[src/rtl/fifo_pkt_reader_if.sv]
// Payload byte stream leaving the packet reader: valid/ready beats with an end-of-packet flag.
interface fifo_pkt_reader_if;
    logic [7:0] m_data;
    logic       m_valid;
    logic       m_last;
    logic       m_ready;

    modport master (output m_data, output m_valid, output m_last, input m_ready);
    modport slave  (input m_data, input m_valid, input m_last, output m_ready);
endinterface

[src/rtl/fifo_pkt_reader.sv]
// Pops a length-prefixed byte stream from a synchronous FIFO and presents the payload as
// valid/ready beats through a 4-entry output buffer, counting completed packets.
//
// state  | meaning
// ST_HDR | next byte returned by the FIFO is a length byte
// ST_PAY | next byte returned by the FIFO is payload; `remaining` bytes still to come
module fifo_pkt_reader #(
    parameter int CNT_W = 16
) (
    input  logic                clk,
    input  logic                rst,
    input  logic                en,
    input  logic                fifo_empty,
    input  logic [7:0]          fifo_dout,
    output logic                fifo_rd,
    fifo_pkt_reader_if.master   m,
    output logic [CNT_W-1:0]    pkt_cnt,
    output logic                pkt_done,
    output logic                zero_len
);
    localparam logic [0:0] ST_HDR = 1'b0;
    localparam logic [0:0] ST_PAY = 1'b1;

    logic [0:0] state;
    logic [7:0] remaining;
    logic       rd_q;
    logic [7:0] buf_data [4];
    logic       buf_last [4];
    logic [1:0] wr_ptr;
    logic [1:0] rd_ptr;
    logic [2:0] occ;
    logic [3:0] credit;
    logic       push;
    logic       pop;
    logic       is_last;

    // The byte in flight counts against the buffer so it always has a slot to land in.
    assign credit  = {1'b0, occ} + {3'b000, rd_q};
    assign fifo_rd = rst && en && !fifo_empty && (credit < 4'd4);

    assign push    = rd_q && (state == ST_PAY);
    assign is_last = (remaining == 8'd1);
    assign pop     = m.m_valid && m.m_ready;

    assign m.m_valid = (occ != 3'd0);
    assign m.m_data  = m.m_valid ? buf_data[rd_ptr] : 8'h00;
    assign m.m_last  = m.m_valid && buf_last[rd_ptr];

    always_ff @(posedge clk) begin
        if (!rst) begin
            state     <= ST_HDR;
            remaining <= 8'd0;
            rd_q      <= 1'b0;
            pkt_cnt   <= '0;
            pkt_done  <= 1'b0;
            zero_len  <= 1'b0;
        end else begin
            rd_q     <= fifo_rd;
            pkt_done <= 1'b0;
            zero_len <= 1'b0;
            if (rd_q) begin
                if (state == ST_HDR) begin
                    if (fifo_dout == 8'h00) begin
                        zero_len <= 1'b1;
                    end else begin
                        remaining <= fifo_dout;
                        state     <= ST_PAY;
                    end
                end else begin
                    remaining <= remaining - 8'd1;
                    if (is_last) begin
                        state    <= ST_HDR;
                        pkt_done <= 1'b1;
                        pkt_cnt  <= pkt_cnt + 1'b1;
                    end
                end
            end
        end
    end

    always_ff @(posedge clk) begin
        if (!rst) begin
            wr_ptr <= 2'd0;
            rd_ptr <= 2'd0;
            occ    <= 3'd0;
        end else begin
            if (push) wr_ptr <= wr_ptr + 2'd1;
            if (pop)  rd_ptr <= rd_ptr + 2'd1;
            case ({push, pop})
                2'b10:   occ <= occ + 3'd1;
                2'b01:   occ <= occ - 3'd1;
                default: occ <= occ;
            endcase
        end
    end

    // Storage needs no reset: occupancy alone decides what is visible.
    always_ff @(posedge clk) begin
        if (rst && push) begin
            buf_data[wr_ptr] <= fifo_dout;
            buf_last[wr_ptr] <= is_last;
        end
    end
endmodule

[src/flat_wrapper.sv]
// flat-port wrapper written by rule: the top's interface ports become plain ports
module fifo_pkt_reader_flat 
#(
    parameter int CNT_W = 16
)
  (clk, rst, en, fifo_empty, fifo_dout, fifo_rd, pkt_cnt, pkt_done, zero_len, m_m_data, m_m_valid, m_m_last, m_m_ready);
  fifo_pkt_reader_if m_i ();
  input  logic clk;
  input  logic rst;
  input  logic en;
  input  logic fifo_empty;
  input  logic [7:0] fifo_dout;
  output logic fifo_rd;
  output logic [CNT_W-1:0] pkt_cnt;
  output logic pkt_done;
  output logic zero_len;
  output wire logic [$bits(m_i.m_data)-1:0] m_m_data;
  output wire logic [$bits(m_i.m_valid)-1:0] m_m_valid;
  output wire logic [$bits(m_i.m_last)-1:0] m_m_last;
  input wire logic [$bits(m_i.m_ready)-1:0] m_m_ready;
  assign m_m_data = m_i.m_data;
  assign m_m_valid = m_i.m_valid;
  assign m_m_last = m_i.m_last;
  assign m_i.m_ready = m_m_ready;
  fifo_pkt_reader #(.CNT_W(CNT_W)) u_core (.clk(clk), .rst(rst), .en(en), .fifo_empty(fifo_empty), .fifo_dout(fifo_dout), .fifo_rd(fifo_rd), .m(m_i), .pkt_cnt(pkt_cnt), .pkt_done(pkt_done), .zero_len(zero_len));
endmodule
[config.mk]
export PLATFORM = sky130hd
export DESIGN_NAME = fifo_pkt_reader_flat
export DESIGN_NICKNAME = d
export VERILOG_FILES = /design/src/rtl/fifo_pkt_reader_if.sv /design/src/rtl/fifo_pkt_reader.sv /design/src/flat_wrapper.sv
export SDC_FILE = /design/constraint.sdc
export NUM_CORES = 1
export LEC_CHECK = 0
export BUFFER_PORTS_ARGS = -buffer_cell sky130_fd_sc_hd__buf_2
export CAP_MARGIN = 20
export CORE_MARGIN = 3
export CORE_UTILIZATION = 57
export DETAILED_ROUTE_END_ITERATION = 10
export PLACE_DENSITY = 0.79
export REMOVE_ABC_BUFFERS = 1
export SETUP_SLACK_MARGIN = 0.3
export SYNTH_ARGS = -nofsm -noshare
export SYNTH_HDL_FRONTEND = slang
export SYNTH_SLANG_ARGS = --single-unit
[constraint.sdc]
create_clock -name clk -period 3.14 [get_ports clk]
set_clock_uncertainty 0.15 [all_clocks]
set_input_delay 0.471 -clock clk [delete_from_list [all_inputs] [get_ports clk]]
set_output_delay 0.471 -clock clk [all_outputs]
set_load 0.1 [all_outputs]
==> summary.md <==
| Metric | Value |
|---|---|
| Final period util | `85.86%` |
| Worst-path clk slew | `0.07 ns` |
| Post-route core utilization | `67.25%` |
| Syn Inst Count | `288` |
| #FFs+latches synth | `73` |
| Placed insts | `388` |
| Placed cell areas | `3538 µm²` |
| Critical path required time | `2.52 ns` |
| Storage element area | `1822 µm²` |
| ANT nets after route | `0` |
| Endpoint class of the critical path | `output port` |
| Nets | `349` |
| Max-slew violation count | `0` |
| Critical-path cell list | `mux4_2 > and2_1 > buf_2` |
| Largest net degree at the start of global routing | `30` |
| Final instance area | `3726 µm²` |
| Number of synthesized flops with an enable pin | `36` |
| DR DRC count | `0` |
| Die width | `82.01 µm` |
| CP startpoint kind | `flop` |
| GPL Wtd Cong | `0.7881` |
| Hold Buf Count CTS | `0` |
| Row count | `27` |
| Post-synth top cells | `37 x dfxtp_1, 36 x edfxtp_1, 22 x a21oi_1, 20 x nor2_1` |
| Power density cells | `491.4 nW/µm²` |
| 1st-iter DRT viols | `122` |
| CP arrival | `2.08 ns` |
| Average wire per standard cell | `15.84 µm` |
| Min Hold Slack | `0.2314 ns` |
| Reg2Reg Launch Point | `u_core.occ[0]` |
| Slew Limit Headroom | `37.89%` |
| PostCTS Resize Cnt | `0` |
| Top Family by Delay on Critical Path | `flip-flops` |
| Slowest stage delay, CP | `0.70 ns` |
| Worst setup path class | `flop to output port` |
| Multi-input gate area | `1346 µm²` |
| Initial antenna violation count | `0` |
| Top FF cell, synth | `dfxtp_1` |
| Avg Synthesized Cell Area | `11.43 µm²` |
| Buf/Inv on CP | `1` |
| Cell taking the most area after synthesis | `edfxtp_1` |
| Static Leak | `0.001373 µW` |
| Ports | `42` |
| Hold_sp | `fifo_dout[3]` |
| Die area | `6726 µm²` |
| Status | `finished clean` |
| Fillers | `440` |
| DPL Wire Length | `4.443 mm` |
| Clock period minus worst slack | `2.696 ns` |
| Unrepaired setup endpoints after global routing | `no` |
| H-tree depth | `3` |
| IR drop worst, VDD | `0.0002798 V` |
| Final hold violations | `0` |
| I/O Buffers | `41` |
| Max cap viols | `0` |
| Ratio of cells with drive above 1 in the final layout | `21.39%` |
| Core area | `5540 µm²` |
| Clk_lat worst skew | `0.33 ns` |
| Area Overhead vs Synth | `13.15%` |
| Remaining Overflow, GRT | `0` |
| Clk buf depth | `2` |
| Setup TNS Final | `0 ns` |
| Vias in the first global route | `2115` |
| Worst min path class | `input port to flop` |
| Max FO, Critical Path | `9` |
| YS warnings | `0` |
| Async SR Flop Fraction | `0%` |
| Worst-margin pin slew | `0.9306 ns` |
| Clk sinks | `73` |
| Initial Util | `59.44%` |
| Cell Area, Synth | `3293 µm²` |
| Leading post-synthesis cells by cell area | `edfxtp_1 33%, dfxtp_1 22%, mux4_2 6.2%` |
| Num CTS Buffers | `9` |
| Total wire length | `6.400 mm` |
| Final number of setup-violating endpoints | `0` |
| First-pass GRT wire length | `10.39 mm` |
| CTS tree | `yes` |
| Seq/Total Area, Yosys | `55.32%` |
| Via-to-Cell Ratio | `5.750` |
| Achievable clock frequency | `0.3709 GHz` |
| Via count | `2323` |
| Postcts setup bufs | `0` |
| Die Height | `82.01 µm` |
| Synth unique cells | `43` |
| Share of the synthesized area in the top cell type | `32.83%` |
| Iteration count of the initial detailed-routing pass | `4` |
| Most frequent cell after synthesis | `dfxtp_1` |
| Global-route usage over all layers | `20.81%` |
| Slowest-stage cell, CP | `dfxtp_1` |
| CTS Root Cell | `clkbuf_8` |
| N_diodes | `0` |
| Post-Layout Cell Count | `404` |
flip-flops by register name, indices dropped and copies added (netlist names), named ones only:
register,cells
u_core.buf_data,32
u_core.buf_last,4
u_core.occ,3
u_core.pkt_cnt,16
u_core.pkt_done,1
u_core.rd_ptr,2
u_core.rd_q,1
u_core.remaining,8
u_core.state,1
u_core.wr_ptr,2
u_core.zero_len,1
cell type report:
type,instances,area share (%)
tap,72,2.418
clock inverter,5,1.511
timing repair buffer,44,6.111
inverter,14,1.410
sequential,73,48.89
multi-input combinational,185,36.13
clock buffer,11,3.526
stage by stage:
stage	total power (µW)	setup WS, ns
CTS	1846	0.3918
global placement	1158	0.8017
finish	1831	0.4439
floorplan	1120	0.2848
detailed placement	1161	0.6422
global route	1899	0.3092
path summary, 6_finish.rpt:
kind / end / slack, ns / cells past startpoint
max reg2reg: u_core.occ[2] / 0.66 / 8
min: u_core.buf_data[2][3] / 0.23 / 1
min reg2reg: u_core.pkt_cnt[15] / 0.33 / 2
max: m_m_data[3] / 0.44 / 3
where the power goes:
group / leakage, µW / internal, µW / switching [µW] / total (µW)
Sequential: 0.000624 / 1010 / 10.2 / 1020
Clock: 0.0000933 / 366 / 324 / 690
Combinational: 0.000656 / 37.8 / 87.2 / 125
kinds of logic (layout without fill, tap and decap cells):
group	count (synthesis)	in the layout	synth area share [%]
AND/OR/NAND/NOR	100	100	17.52
adder cells (fa/ha/maj)	9	9	3.648
buffers and inverters	30	74	3.799
multiplexers	11	11	6.763
flip-flops	73	73	55.32
XOR/XNOR	9	9	2.394
AO/OA/AOI/OAI	56	56	10.56
layout by cell type, fill, tap and decap left out, drive strengths merged, types with 2 or more instances in the layout:
cell    instances
buf            44
dfxtp          37
edfxtp         36
a21oi          22
nor2           20
inv            14
nand2          14
and2           13
o21ai          12
clkbuf         11
or4            10
o31ai          10
mux4            9
nand3           9
and3            8
ha              8
xor2            7
nand4           6
or3             5
a31oi           4
and4            4
clkinv          3
nor3            2
nor2b           2
a211oi          2
xnor2           2
mux2i           2
nand3b          2
o22ai           2
metal layers:
layer,vias to the layer above,GRT usage [%],wire (µm)
met5,-,0,0
met1,1114,26.26,2876
met4,0,8.472,44
met3,4,4.496,329
li1,1149,-,-
met2,56,34.73,3149
(Power assumes the default switching activity.)
